File: src/rtl/mov_pkg.sv
// Shared types and sizing for the MOV writeback stage.
package mov_pkg;
    localparam int XLEN           = 64;
    localparam int RAW            = 5;
    localparam int MOV_PIPE_DEPTH = 7;
    localparam int FIFO_DEPTH     = 4;
    localparam int PTR_W          = $clog2(FIFO_DEPTH);
    localparam int CNT_W          = $clog2(FIFO_DEPTH + 1);

    typedef struct packed {
        logic [RAW-1:0]  rd;
        logic [XLEN-1:0] data;
    } wb_entry_t;

    // Buffer pointers wrap naturally because FIFO_DEPTH is a power of two.
    function automatic logic [PTR_W-1:0] ptr_inc(input logic [PTR_W-1:0] p);
        return p + PTR_W'(1);
    endfunction
endpackage

File: src/rtl/mov_wb_fifo.sv
// Small synchronous FIFO of writeback entries. Push and pop in the same
// edge are allowed at any occupancy; the caller never pushes into a full
// FIFO without a simultaneous pop.
module mov_wb_fifo
    import mov_pkg::*;
(
    input  logic             clk,
    input  logic             rst,
    input  logic             push,
    input  wb_entry_t        push_entry,
    input  logic             pop,
    output wb_entry_t        head,
    output logic             full,
    output logic             empty,
    output logic [CNT_W-1:0] count
);
    wb_entry_t        mem_r [FIFO_DEPTH];
    logic [PTR_W-1:0] wr_ptr_r;
    logic [PTR_W-1:0] rd_ptr_r;
    logic [CNT_W-1:0] count_r;
    logic             do_pop_s;

    assign head  = mem_r[rd_ptr_r];
    assign count = count_r;
    assign full  = (count_r == CNT_W'(FIFO_DEPTH));
    assign empty = (count_r == CNT_W'(0));

    // A pop on an empty FIFO is ignored.
    always_comb begin
        do_pop_s = 1'b0;
        if (pop && !empty) begin
            do_pop_s = 1'b1;
        end else begin
            do_pop_s = 1'b0;
        end
    end

    // Storage, pointers and occupancy count.
    always_ff @(posedge clk) begin
        if (rst) begin
            wr_ptr_r <= '0;
            rd_ptr_r <= '0;
            count_r  <= '0;
            for (int i = 0; i < FIFO_DEPTH; i++) begin
                mem_r[i] <= '0;
            end
        end else begin
            if (push) begin
                mem_r[wr_ptr_r] <= push_entry;
                wr_ptr_r        <= ptr_inc(wr_ptr_r);
            end
            if (do_pop_s) begin
                rd_ptr_r <= ptr_inc(rd_ptr_r);
            end
            case ({push, do_pop_s})
                2'b10:   count_r <= count_r + CNT_W'(1);
                2'b01:   count_r <= count_r - CNT_W'(1);
                default: count_r <= count_r;
            endcase
        end
    end
endmodule

File: src/rtl/mov_writeback.sv
// Writeback stage behind the 7-stage MOV delay pipe. Tracks valid/rd tags
// in lockstep with the data pipe, buffers results and drains them to the
// register file with a ready handshake. Issue is credit-throttled because
// the MOV pipe cannot stall.
// Optional build macro: MOV_WB_BYPASS_EN -- present a result straight from
// the pipe output when the buffer is empty (saves one cycle of latency).
module mov_writeback
    import mov_pkg::*;
(
    input  logic            clk,
    input  logic            rst,
    input  logic            issue_valid,
    input  logic [RAW-1:0]  issue_rd,
    output logic            issue_ready,
    input  logic [XLEN-1:0] mov_data,
    output logic            rf_we,
    output logic [RAW-1:0]  rf_waddr,
    output logic [XLEN-1:0] rf_wdata,
    input  logic            rf_ready,
    output logic            busy,
    output logic            overflow
);
    localparam int LAST = MOV_PIPE_DEPTH - 1;

    logic [MOV_PIPE_DEPTH-1:0] tv_r;
    logic [RAW-1:0]            td_r [MOV_PIPE_DEPTH];
    logic [CNT_W-1:0]          credits_r;
    logic                      overflow_r;

    logic                      issue_acc_s;
    logic                      cap_valid_s;
    wb_entry_t                 cap_entry_s;
    logic                      fifo_push_s;
    logic                      fifo_pop_s;
    wb_entry_t                 fifo_head_s;
    logic                      fifo_full_s;
    logic                      fifo_empty_s;
    logic [CNT_W-1:0]          fifo_count_s;
    logic                      wr_hs_s;

    assign issue_ready = (credits_r < CNT_W'(FIFO_DEPTH));
    assign issue_acc_s = issue_valid && issue_ready;
    assign cap_valid_s = tv_r[LAST];
    assign cap_entry_s = '{rd: td_r[LAST], data: mov_data};
    assign busy        = (|tv_r) || (fifo_count_s != CNT_W'(0));
    assign overflow    = overflow_r;
    assign wr_hs_s     = rf_we && rf_ready;

    mov_wb_fifo u_fifo (
        .clk        (clk),
        .rst        (rst),
        .push       (fifo_push_s),
        .push_entry (cap_entry_s),
        .pop        (fifo_pop_s),
        .head       (fifo_head_s),
        .full       (fifo_full_s),
        .empty      (fifo_empty_s),
        .count      (fifo_count_s)
    );

    // Drain mux and capture decision; the bypass path only exists when enabled.
    always_comb begin
        rf_we       = 1'b0;
        rf_waddr    = fifo_head_s.rd;
        rf_wdata    = fifo_head_s.data;
        fifo_pop_s  = !fifo_empty_s && rf_ready;
        fifo_push_s = 1'b0;
`ifdef MOV_WB_BYPASS_EN
        if (fifo_empty_s && cap_valid_s) begin
            rf_we       = 1'b1;
            rf_waddr    = cap_entry_s.rd;
            rf_wdata    = cap_entry_s.data;
            fifo_push_s = !rf_ready;
        end else begin
            rf_we       = !fifo_empty_s;
            rf_waddr    = fifo_head_s.rd;
            rf_wdata    = fifo_head_s.data;
            fifo_push_s = cap_valid_s && (!fifo_full_s || fifo_pop_s);
        end
`else
        if (!fifo_empty_s) begin
            rf_we = 1'b1;
        end else begin
            rf_we = 1'b0;
        end
        fifo_push_s = cap_valid_s && (!fifo_full_s || fifo_pop_s);
`endif
    end

    // Tag pipe: shifts every edge alongside the MOV data pipe.
    always_ff @(posedge clk) begin
        if (rst) begin
            tv_r <= '0;
            for (int i = 0; i < MOV_PIPE_DEPTH; i++) begin
                td_r[i] <= '0;
            end
        end else begin
            tv_r    <= {tv_r[LAST-1:0], issue_acc_s};
            td_r[0] <= issue_rd;
            for (int i = 1; i < MOV_PIPE_DEPTH; i++) begin
                td_r[i] <= td_r[i-1];
            end
        end
    end

    // Credits count results in flight plus results buffered.
    always_ff @(posedge clk) begin
        if (rst) begin
            credits_r <= '0;
        end else begin
            case ({issue_acc_s, wr_hs_s})
                2'b10:   credits_r <= credits_r + CNT_W'(1);
                2'b01:   credits_r <= credits_r - CNT_W'(1);
                default: credits_r <= credits_r;
            endcase
        end
    end

    // Sticky flag for issues dropped for lack of credit.
    always_ff @(posedge clk) begin
        if (rst) begin
            overflow_r <= 1'b0;
        end else if (issue_valid && !issue_ready) begin
            overflow_r <= 1'b1;
        end else begin
            overflow_r <= overflow_r;
        end
    end
endmodule

File: config.mk
export PLATFORM = sky130hd
export DESIGN_NAME = mov_writeback
export DESIGN_NICKNAME = d
export VERILOG_FILES = /design/src/rtl/mov_pkg.sv /design/src/rtl/mov_wb_fifo.sv /design/src/rtl/mov_writeback.sv
export SDC_FILE = /design/constraint.sdc
export NUM_CORES = 1
export LEC_CHECK = 0
export ABC_AREA = 0
export CORE_ASPECT_RATIO = 1.2
export CORE_MARGIN = 2
export CORE_UTILIZATION = 50
export CTS_CLUSTER_SIZE = 8
export DETAILED_ROUTE_END_ITERATION = 10
export GPL_ROUTABILITY_DRIVEN = 0
export HOLD_SLACK_MARGIN = 0.12
export PLACE_DENSITY = 0.72
export SETUP_SLACK_MARGIN = 0.2
export SLEW_MARGIN = 30
export SYNTH_ARGS = -nofsm -noshare
export SYNTH_HDL_FRONTEND = slang
export SYNTH_SLANG_ARGS = --single-unit
File: constraint.sdc
create_clock -name clk -period 17 [get_ports clk]
set_input_delay 4.25 -clock clk [delete_from_list [all_inputs] [get_ports clk]]
set_output_delay 4.25 -clock clk [all_outputs]
set_load 0.1 [all_outputs]
==> results_tabular.tex, run 1 <==
\begin{tabular}{lr}
\hline
Metric & Value \\
\hline
\multicolumn{2}{l}{\textbf{Status}} \\
\quad Status & finished clean \\
\multicolumn{2}{l}{\textbf{STA}} \\
\quad Final setup violation count & 0 \\
\quad Minimum clock period after layout & 7970 ps \\
\quad Setup repair after global routing missed its margin & false \\
\quad Setup tns final & 0 ps \\
\quad Clock skew after layout & 8.06 ps \\
\quad Period utilization & 46.9\% \\
\quad Tightest Pin Transition & 1060 ps \\
\quad Highest attainable clock frequency & 125 MHz \\
\quad Relative slew slack & 29.4\% \\
\quad Number of hold violations in the final report & 0 \\
\quad Final hold slack & $\sim$430 ps \\
\quad Max-slew violations & 0 \\
\multicolumn{2}{l}{\textbf{Synth}} \\
\quad Number of library cell types mapped by synthesis & 39 \\
\quad Sequential element share of the synthesized area & 68.6\% \\
\quad Yosys reg bits & 331 \\
\quad Post-synthesis compound-gate area fraction & 0.685\% \\
\quad Post-Synth XOR/XNOR Area & 0.384\% \\
\quad Area fraction in and, or, nand and nor cells after synthesis & 16.5\% \\
\quad Fraction of synthesized cell area taken by the top area cell type & 60.5\% \\
\quad Synth Cell Area & $\sim$14000 sq um \\
\quad Main synth FF type & edfxtp\_1 \\
\quad Fraction of synthesized area in multiplexers & 11.4\% \\
\quad Syn\_area\_per\_cell & approximately 16 sq um \\
\quad Number of flops mapped to enable cells by yosys & 276 \\
\quad Area contributors post-synth & edfxtp\_1 61\%, and2\_1 12\%, mux4\_2 11\% \\
\quad Yosys warns & 0 \\
\quad Number of nets in the synthesized netlist & 910 \\
\quad Synth Area in Adders & 0.475\% \\
\quad Dominant combinational cell family by area after synthesis & simple AND/OR/NAND/NOR gates \\
\quad Library cell with the largest summed area after synthesis & edfxtp\_1 \\
\quad Async set-or-reset flop fraction in the synthesized netlist & 0\% \\
\quad Cell count after synthesis & roughly 830 \\
\quad Cell with the most instances after synthesis & edfxtp\_1 \\
\quad Most frequent cells after synthesis & 276 x edfxtp\_1, 257 x and2\_1, 69 x mux4\_2 \\
\multicolumn{2}{l}{\textbf{Global routing}} \\
\quad Largest net degree at the start of global routing & 70 \\
\quad Sum of overflow across all layers after global routing & 0 \\
\quad Antenna violations before repair & 0 \\
\quad Global-route wire length before repair & 42700 microns \\
\quad Tot GR Track Use & 19.6\% \\
\quad Via count of the first global-routing pass & 7623 \\
\multicolumn{2}{l}{\textbf{Floorplan}} \\
\quad Area of the core & 27000 sq um \\
\quad Width of the chip & between 150 and 200 microns \\
\quad I/O pin cnt & 146 \\
\quad Die ar. & about 29000 sq um \\
\quad Initial cell density of the core & 50.7\% \\
\quad Std-Cell Rows & 66 \\
\quad Vertical die dimension & 185 microns \\
\multicolumn{2}{l}{\textbf{Route}} \\
\quad Average detailed-routed wire length per instance & 19.9 microns \\
\quad Count of unresolved DRC violations after routing & 0 \\
\quad Detail Route Antenna Nets & 0 \\
\quad Aggregate routed wire length & 27200 microns \\
\quad Total iterations of the first detailed-routing run & 4 \\
\quad Initial detailed-routing violation count & 443 \\
\quad Post-DR vias/cell & 5.22 \\
\quad Total vias in the final route & 7141 \\
\multicolumn{2}{l}{\textbf{Clocking}} \\
\quad Clock-pin slew on the worst setup and hold paths & $\sim$50 ps \\
\quad Root buffer cell & clkbuf\_16 \\
\quad Max H-tree Level & 2 \\
\quad Sinks on Clock Net & 331 \\
\quad Number of clock buffers inserted by TritonCTS & 47 \\
\quad Clock tree from TritonCTS & yes \\
\quad Clock latency on the worst-skew pair & 520 ps \\
\quad Hold-fix buffer count after cts & 0 \\
\quad Post-CTS Repair Setup Buffers & 0 \\
\quad Number of buffers between clock root and the deepest sink & 3 \\
\quad Resized Gates After CTS & 0 \\
\multicolumn{2}{l}{\textbf{Power and ir drop}} \\
\quad Total chip power & 1.86 mW \\
\quad PwrDens & 110 nW/um\^{}2 \\
\quad Maximum ir drop on the vdd rail & 77.5 uV \\
\quad Static leakage power & around 6.0 nW \\
\multicolumn{2}{l}{\textbf{Final layout}} \\
\quad Number of cells in the finished layout apart from fillers & 1367 \\
\quad Finished layout cell area & 16900 sq um \\
\quad Number of nets in the finished design & 1070 \\
\quad Antenna diode instance count & 0 \\
\quad Fraction of layout cells with a size suffix above 1 & 16.7\% \\
\quad Area growth syn-to-layout & 23.4\% \\
\multicolumn{2}{l}{\textbf{Critical path}} \\
\quad Path type of the worst setup path & reg2out \\
\quad Arrival time at the worst endpoint & 3720 ps \\
\quad Biggest cell delay along the critical path & 990 ps \\
\quad Highest-delay cell along the critical path & clkdlybuf4s50\_1 \\
\quad Peak fanout along the critical path & 37 \\
\quad Capturing element type of the critical path & primary output \\
\quad Launching element type of the critical path & register \\
\quad Worst path required time & 12750 ps \\
\quad Cell-by-cell trace of the critical path & buf\_4, mux4\_2, clkdlybuf4s50\_1 \\
\multicolumn{2}{l}{\textbf{Hold path}} \\
\quad Classification of the worst-slack hold path & reg2reg \\
\multicolumn{2}{l}{\textbf{Run}} \\
\quad Max capacitance violation total & 0 \\
\multicolumn{2}{l}{\textbf{Placed design}} \\
\quad Placed instance area & 15600 sq um \\
\quad Count of input and output buffers & 145 \\
\quad Estimated wirelength of the detail-placed design & 15800 microns \\
\quad \# placed instances & between 1k and 1.5k \\
\hline
\end{tabular}
-- layout by cell type (no fill, tap or decap), types with 13 or more instances in the layout --
master / count
dfxtp_1: 53
nor2_1: 13
edfxtp_1: 276
clkbuf_16: 47
clkdlybuf4s50_1: 144
clkbuf_1: 34
mux4_2: 69
nor2b_1: 42
and2_1: 257
-- per-stage QoR --
stage	util [%]	worst slack, ps
floorplan	-	8600
global placement	57.2	9510
detailed placement	57.7	9460
CTS	62.6	8890
global route	62.6	8780
finish	62.6	9030
-- cell families (layout without fill, tap and decap cells) --
logic type | after synthesis | count (layout)
muxes | 70 | 70
and+or+nand+nor | 349 | 349
AOI/OAI and AO/OA | 14 | 14
DFF | 331 | 331
adders and majority gates | 4 | 4
buffers and inverters | 59 | 253
xor gates and xnor gates | 6 | 6
-- worst max-delay path: cells and delay by family (launching register included) --
| family | cells | cell delay, ps |
|---|---|---|
| multiplexers | 1 | 640 |
| buffers and inverters | 2 | 1710 |
| flip-flops | 1 | 830 |
-- report_power, final --
group | internal, mW | switching [mW]
Sequential | 0.903 | 0.00760
Combinational | 0.0396 | 0.0816
Clock | 0.513 | 0.315
Total | 1.46 | 0.404
-- metal layers --
metal | GRT usage, % | up-vias | wire length [microns]
li1 | - | 3352 | -
met1 | 25.2 | 3597 | 11300
met2 | 34.6 | 150 | 14400
met3 | 3.30 | 42 | 938
met4 | 5.59 | 0 | 537
met5 | 0 | - | 0
-- area by class of cell --
type                            instances  area [sq um]
Tap cell                              340           425
Clock buffer                           81          1300
Multi-Input combinational cell        443          4070
Inverter                                8          30.0
Sequential cell                       331          9400
Timing Repair Buffer                  162          1660
Fill cell                            1946         10100
Clock inverter                          2          15.0
-- worst paths after layout --
check	startpoint	endpoint	slack, ps	cells after the start
max	register	rf_waddr[1]	9030	3
min	td_r[0][2]	td_r[1][2]	430	1
max reg2reg	u_fifo.count[0]	u_fifo.count[2]	14330	8
min reg2reg	td_r[0][2]	td_r[1][2]	430	1
-- sequential cells by signal, indices dropped and copies added, names as in the netlist, named ones only --
signal           count
td_r                35
u_fifo.count         3
tv_r                 7
u_fifo.mem_r       276
credits_r            3
overflow             1
u_fifo.rd_ptr_r      2
u_fifo.wr_ptr_r      2
No activity file was read; power rests on OpenSTA's default activity.
==> run 2: changes to the inputs <==
Settings changed: PLACE_DENSITY 0.72 to 0.75.
Clock period 17 ns to 6.7 ns, I/O delays scaled along.
==> run 2 against run 1 <==
Worst setup slack lost 7300 ps. Cell count increased by 0.44%. Non-clock buffer count increased by 2. Largest power group unchanged. Flip-flop and latch count is the same. Highest routed layer unchanged. Largest cell class unchanged. Wire length barely moved. Register-to-register slack got worse by 10000 ps. First-iteration DRC count down 24%.
==> results_tabular.tex, run 2 (synthesis results as in run 1) <==
\begin{tabular}{lr}
\hline
Metric & Value \\
\hline
\multicolumn{2}{l}{\textbf{Final layout}} \\
\quad Leading cell types in the layout, fill and taps excluded & 276 x edfxtp\_1, 257 x and2\_1, 139 x clkdlybuf4s50\_1 \\
\quad Area of the multi-input gates & 4070 sq um \\
\quad Largest Register & u\_fifo.mem\_r \\
\quad Fraction of layout cells with a size suffix above 1 & 17.2\% \\
\quad Number of flip-flops in the largest register & 276 \\
\quad Area growth syn-to-layout & 23.8\% \\
\quad Filler cell count in the final layout & between 1.5k and 2k \\
\quad Number of nets in the finished design & 1072 \\
\quad Combined flip-flop and latch cell area & 9400 sq um \\
\quad Largest regs & u\_fifo.mem\_r (276), td\_r (35), tv\_r (7) \\
\quad Leading cell type in the layout, fill and taps excluded & edfxtp\_1 \\
\multicolumn{2}{l}{\textbf{Floorplan}} \\
\quad Std-Cell Rows & 66 \\
\quad Area of the core & between 20000 and 30000 sq um \\
\quad Vertical die dimension & 185 microns \\
\quad Die ar. & 28700 sq um \\
\quad I/O pin cnt & roughly 150 \\
\quad Initial cell density of the core & 50.7\% \\
\quad Width of the chip & 155 microns \\
\multicolumn{2}{l}{\textbf{Power and ir drop}} \\
\quad Register share of total power & approximately half \\
\quad Cell-internal power & 3.70 mW \\
\quad Clock share of power & between 40\% and 50\% \\
\quad Maximum ir drop on the vdd rail & 178 uV \\
\quad PwrDens & approximately 280 nW/um\^{}2 \\
\quad Sw Pwr & between 1 and 1.5 mW \\
\quad Combinational share of power & 6.5\% \\
\quad Static leakage power & 6.06 nW \\
\quad Switching fraction of total power & between 20\% and 30\% \\
\multicolumn{2}{l}{\textbf{Critical path}} \\
\quad Arrival time at the worst endpoint & 3310 ps \\
\quad R2R depth & 8 \\
\quad Crit path buf inv count & 2 \\
\quad Internal reg-to-reg setup slack & approximately 4000 ps \\
\quad Highest-delay cell along the critical path & clkdlybuf4s50\_1 \\
\quad Reg-to-reg critical path endpoint & u\_fifo.count[2] \\
\quad Cell-by-cell trace of the critical path & buf\_12, mux4\_2, clkdlybuf4s50\_1 \\
\quad Capturing element type of the critical path & primary output \\
\quad Worst path required time & 5030 ps \\
\quad Worst flop-to-flop path startpoint & u\_fifo.count[0] \\
\quad Biggest cell delay along the critical path & 990 ps \\
\quad Peak fanout along the critical path & 40 \\
\quad Launching element type of the critical path & register \\
\quad Path type of the worst setup path & reg2out \\
\quad CP top delay family & buffers and inverters \\
\multicolumn{2}{l}{\textbf{STA}} \\
\quad Number of hold violations in the final report & 0 \\
\quad Clock skew after layout & 20.8 ps \\
\quad Highest attainable clock frequency & 201 MHz \\
\quad Minimum clock period after layout & 4980 ps \\
\quad Relative slew slack & between 20\% and 30\% \\
\quad Final hold slack & between 400 and 500 ps \\
\quad Final setup violation count & 0 \\
\quad Tightest Pin Transition & between 1000 and 1500 ps \\
\quad Setup repair after global routing missed its margin & false \\
\quad Setup tns final & 0 ps \\
\quad Max-slew violations & 0 \\
\quad Period utilization & approximately three quarters \\
\multicolumn{2}{l}{\textbf{Route}} \\
\quad Count of unresolved DRC violations after routing & 0 \\
\quad Top routing layer used & met4 \\
\quad Average detailed-routed wire length per instance & between 15 and 20 microns \\
\quad Post-DR vias/cell & approximately 5.2 \\
\quad Length of routed met3 wiring & 1180 microns \\
\quad Total vias in the final route & 7190 \\
\quad Initial detailed-routing violation count & $\sim$340 \\
\quad Detail Route Antenna Nets & 0 \\
\quad Detail Route met2 WL & between 10000 and 15000 microns \\
\quad Aggregate routed wire length & 27200 microns \\
\quad Routed metal-1 wirelength & 10700 microns \\
\quad Total iterations of the first detailed-routing run & 6 \\
\multicolumn{2}{l}{\textbf{Status}} \\
\quad Status & finished clean \\
\multicolumn{2}{l}{\textbf{Hold path}} \\
\quad Startpoint of the most critical hold path & td\_r[2][3] \\
\quad Hold Crit Depth & 1 \\
\quad Hold worst-path end & td\_r[3][3] \\
\quad Classification of the worst-slack hold path & reg2reg \\
\multicolumn{2}{l}{\textbf{Clocking}} \\
\quad Sinks on Clock Net & 331 \\
\quad Hold-fix buffer count after cts & 0 \\
\quad Number of clock buffers inserted by TritonCTS & 47 \\
\quad Resized Gates After CTS & 0 \\
\quad Clock latency on the worst-skew pair & 530 ps \\
\quad Root buffer cell & clkbuf\_16 \\
\quad Max H-tree Level & 2 \\
\quad Post-CTS Repair Setup Buffers & 0 \\
\quad Clock-pin slew on the worst setup and hold paths & $\sim$50 ps \\
\quad Number of buffers between clock root and the deepest sink & 3 \\
\quad Clock tree from TritonCTS & yes \\
\multicolumn{2}{l}{\textbf{Placed design}} \\
\quad Count of input and output buffers & 145 \\
\quad Estimated wirelength of the detail-placed design & 15700 microns \\
\multicolumn{2}{l}{\textbf{Global routing}} \\
\quad Antenna violations before repair & 1 \\
\quad Sum of overflow across all layers after global routing & 0 \\
\quad Via count of the first global-routing pass & 7510 \\
\quad Largest net degree at the start of global routing & 70 \\
\quad Global-route wire length before repair & 41500 microns \\
\quad Tot GR Track Use & 19.1\% \\
\multicolumn{2}{l}{\textbf{Run}} \\
\quad Max capacitance violation total & 0 \\
\hline
\end{tabular}
## run 2: cell count changes in the layout (fill, tap and decap cells not counted)
cell | before | now
buf_2 | 1 | 6
buf_12 | 3 | 7
clkdlybuf4s50_1 | 144 | 139
clkbuf_1 | 34 | 37
buf_6 | 1 | 2
buf_8 | 1 | 0
diode_2 | 0 | 1
buf_4 | 10 | 8
## run 2: how the worst max path moves through the flow
| stage | endpoint | from | slack (ps) | depth (start not counted) |
|---|---|---|---|---|
| global placement | rf_waddr[2] | register | 2180 | 3 |
| finish | rf_waddr[2] | register | 1720 | 3 |
| detailed placement | rf_wdata[8] | register | 2170 | 3 |
| global route | rf_waddr[2] | register | 1530 | 3 |
| CTS | rf_wdata[8] | register | 1610 | 3 |
| floorplan | u_fifo.mem_r[2][0] | rf_ready | 870 | 3 |
## run 2: per-stage QoR
step           worst slack, ps  cells  power [mW]  cell area [sq um]  util, %
3_5_place_dp              2170   1285        2.66              15600     57.8
5_1_grt                   1530   1373        4.88              17000     62.8
4_1_cts                   1610   1371        4.78              16900     62.7
6_report                  1720   1373        4.74              17000     62.8
3_3_place_gp              2180   1279        2.65              15500     57.4
2_1_floorplan              874    833        2.55              13700        -
## run 2: area by class of cell
cell class                 instances  share of cell area (%)
multi-input combinational        443                    24.0
clock inverter                     2                  0.0886
antenna                            1                  0.0148
tap                              340                    2.51
sequential                       331                    55.4
clock buffer                      84                    7.76
timing repair buffer             164                    10.0
inverter                           8                   0.177
## run 2: power groups by stage
stage	clock (mW)	combinational [mW]	sequential, mW
floorplan	0	0.198	2.35
global placement	0	0.306	2.35
detailed placement	0	0.311	2.35
CTS	2.15	0.312	2.31
global route	2.24	0.323	2.31
finish	2.12	0.310	2.31
## run 2: worst reg2reg max path, delay by kind of cell, from the launching register on
kind,cells,cell delay (ps)
buffers and inverters,1,60
AOI/OAI and AO/OA,1,130
and+or+nand+nor,3,1310
xor gates and xnor gates,1,150
DFF,1,380
adders and majority gates,2,570
## run 2: routing by layer
metal  vias up  global-route usage, %
met1      3590                   22.7
met4         0                   7.81
met2       191                   34.6
li1       3354                      -
met5         -                      0
met3        55                   3.25
==> run 3: changes to the inputs <==
Settings changed: PLACE_DENSITY 0.75 to 0.72.
Clock period 6.7 ns to 5.1 ns, I/O delays scaled along.
==> run 3 against run 2 <==
Critical path depth unchanged. Flip-flop and latch count unchanged. First-iteration DRC count up 8.1%. Wire length down 2.4%. Clock skew down 11 ps. Critical path type unchanged. Non-clock buffer count down 1.
==> results_tabular.tex, run 3 (synthesis results as in run 1) <==
\begin{tabular}{lr}
\hline
Metric & Value \\
\hline
\multicolumn{2}{l}{\textbf{Global routing}} \\
\quad GR Layer Usage met1 & 25.1\% \\
\quad Via count of the first global-routing pass & 7564 \\
\quad Global-route wire length before repair & about 41000 microns \\
\quad Global routing met2 resource utilization & 31.6\% \\
\quad Largest net degree at the start of global routing & 70 \\
\quad Antenna violations before repair & 0 \\
\quad Tot GR Track Use & 18.9\% \\
\quad Sum of overflow across all layers after global routing & 0 \\
\quad Met3 layer usage reported by global route & about 3.3\% \\
\quad Most congested layer reported by global routing & met2 \\
\multicolumn{2}{l}{\textbf{Floorplan}} \\
\quad Vertical die dimension & 185 microns \\
\quad Die ar. & 28700 sq um \\
\quad Area of the core & 27000 sq um \\
\quad I/O pin cnt & 146 \\
\quad Width of the chip & between 150 and 200 microns \\
\quad Std-Cell Rows & 66 \\
\quad Initial cell density of the core & roughly half \\
\multicolumn{2}{l}{\textbf{Power and ir drop}} \\
\quad PwrDens & 372 nW/um\^{}2 \\
\quad Combinational share of power & 6.4\% \\
\quad Sw Pwr & 1.34 mW \\
\quad Total chip power & around 6.3 mW \\
\quad Register share of total power & 48.5\% \\
\quad Maximum ir drop on the vdd rail & 251 uV \\
\quad Switching fraction of total power & a little over a fifth \\
\quad Clock share of power & roughly 45\% \\
\quad Cell-internal power & 4.91 mW \\
\quad Static leakage power & 6.08 nW \\
\multicolumn{2}{l}{\textbf{Final layout}} \\
\quad Largest Register & u\_fifo.mem\_r \\
\quad Largest regs & u\_fifo.mem\_r (276), td\_r (35), tv\_r (7) \\
\quad Final Core Density & 62.3\% \\
\quad Area growth syn-to-layout & 22.9\% \\
\quad Number of flip-flops in the largest register & 276 \\
\quad Leading cell types in the layout, fill and taps excluded & 276 x edfxtp\_1, 257 x and2\_1, 115 x clkdlybuf4s50\_1 \\
\quad Fraction of layout cells with a size suffix above 1 & 19.6\% \\
\quad Number of nets in the finished design & $\sim$1.1k \\
\quad Number of cells in the finished layout apart from fillers & 1370 \\
\quad Antenna diode instance count & 0 \\
\quad Leading cell type in the layout, fill and taps excluded & edfxtp\_1 \\
\multicolumn{2}{l}{\textbf{Route}} \\
\quad Detail Route Antenna Nets & 0 \\
\quad Count of unresolved DRC violations after routing & 0 \\
\quad Initial detailed-routing violation count & 362 \\
\quad Total vias in the final route & a little over 7k \\
\quad Total iterations of the first detailed-routing run & 4 \\
\quad Average detailed-routed wire length per instance & about 19 microns \\
\quad Aggregate routed wire length & between 20000 and 30000 microns \\
\quad Post-DR vias/cell & roughly 5.2 \\
\multicolumn{2}{l}{\textbf{Clocking}} \\
\quad Hold-fix buffer count after cts & 0 \\
\quad Clock tree from TritonCTS & yes \\
\quad Sinks on Clock Net & 331 \\
\quad Number of clock buffers inserted by TritonCTS & 47 \\
\quad Resized Gates After CTS & 0 \\
\quad Clock latency on the worst-skew pair & approximately 520 ps \\
\quad Max H-tree Level & 2 \\
\quad Number of buffers between clock root and the deepest sink & 3 \\
\quad Root buffer cell & clkbuf\_16 \\
\quad Post-CTS Repair Setup Buffers & 0 \\
\quad Clock-pin slew on the worst setup and hold paths & about 50 ps \\
\multicolumn{2}{l}{\textbf{STA}} \\
\quad Setup repair after global routing missed its margin & false \\
\quad Final setup violation count & 0 \\
\quad Relative slew slack & around 31\% \\
\quad Clock skew after layout & 9.62 ps \\
\quad Final WS setup & around 900 ps \\
\quad Period utilization & 82.3\% \\
\quad Highest attainable clock frequency & 238 MHz \\
\quad Tightest Pin Transition & between 1000 and 1500 ps \\
\quad Number of hold violations in the final report & 0 \\
\quad Minimum clock period after layout & 4200 ps \\
\quad Max-slew violations & 0 \\
\multicolumn{2}{l}{\textbf{Hold path}} \\
\quad Hold worst-path end & td\_r[4][2] \\
\quad Classification of the worst-slack hold path & reg2reg \\
\quad Hold Crit Depth & 1 \\
\quad Startpoint of the most critical hold path & td\_r[3][2] \\
\multicolumn{2}{l}{\textbf{Placed design}} \\
\quad Worst Setup Slack post-DPL & 1080 ps \\
\quad \# placed instances & 1285 \\
\quad Count of input and output buffers & between 100 and 150 \\
\quad Estimated wirelength of the detail-placed design & between 10000 and 15000 microns \\
\multicolumn{2}{l}{\textbf{Critical path}} \\
\quad Launching element type of the critical path & register \\
\quad Internal reg-to-reg setup slack & 2420 ps \\
\quad Worst path required time & 3830 ps \\
\quad Reg-to-reg critical path endpoint & u\_fifo.count[2] \\
\quad Peak fanout along the critical path & 31 \\
\quad Worst flop-to-flop path startpoint & u\_fifo.count[0] \\
\quad Path type of the worst setup path & reg2out \\
\quad R2R depth & 8 \\
\quad Arrival time at the worst endpoint & 2920 ps \\
\quad Capturing element type of the critical path & primary output \\
\multicolumn{2}{l}{\textbf{Run}} \\
\quad Max capacitance violation total & 0 \\
\multicolumn{2}{l}{\textbf{Status}} \\
\quad Status & finished clean \\
\hline
\end{tabular}
==> run 3: cell type report <==
type                            instances  area [sq um]
Sequential cell                       331          9400
Multi-Input combinational cell        443          4070
Timing Repair Buffer                  163          1540
Fill cell                            1962         10200
Tap cell                              340           425
Clock inverter                          1          6.26
Clock buffer                           84          1360
Inverter                                8          30.0
==> run 3: worst max path at each step <==
stage / startpoint / endpoint / slack [ps] / cells after the start
final: register / rf_wdata[60] / 900 / 3
after global routing: register / rf_wdata[49] / 770 / 3
after CTS: register / rf_wdata[49] / 840 / 3
after detailed placement: rf_ready / u_fifo.count[2] / 1080 / 9
after global placement: rf_ready / u_fifo.count[2] / 1140 / 9
after floorplan: rf_ready / u_fifo.mem_r[2][0] / -330 / 3
==> run 3: critical path: stages (launching register included) <==
cell	delay [ps]
dfxtp_4	520
buf_12	300
mux4_2	530
clkdlybuf4s50_1	1020
==> run 3: routing by layer <==
layer | vias up | share of wire [%]
li1 | 3349 | -
met1 | 3582 | 43
met2 | 172 | 50
met3 | 51 | 4.5
met4 | 0 | 2.8
met5 | - | 0
==> run 3: power by group through the flow <==
stage | clock network (mW) | logic [mW] | registers (mW)
final | 2.82 | 0.399 | 3.03
after global routing | 3.01 | 0.418 | 3.04
after CTS | 2.88 | 0.405 | 3.03
after detailed placement | 0 | 0.403 | 3.09
after global placement | 0 | 0.400 | 3.08
after floorplan | 0 | 0.260 | 3.08
==> run 3: stage by stage <==
stage	TNS, ps	instance area [sq um]	hold WS [ps]
after detailed placement	0	15500	420
after CTS	0	16800	425
after global routing	0	16800	445
after global placement	0	15400	416
after floorplan	-45030	13700	414
final	0	16800	423
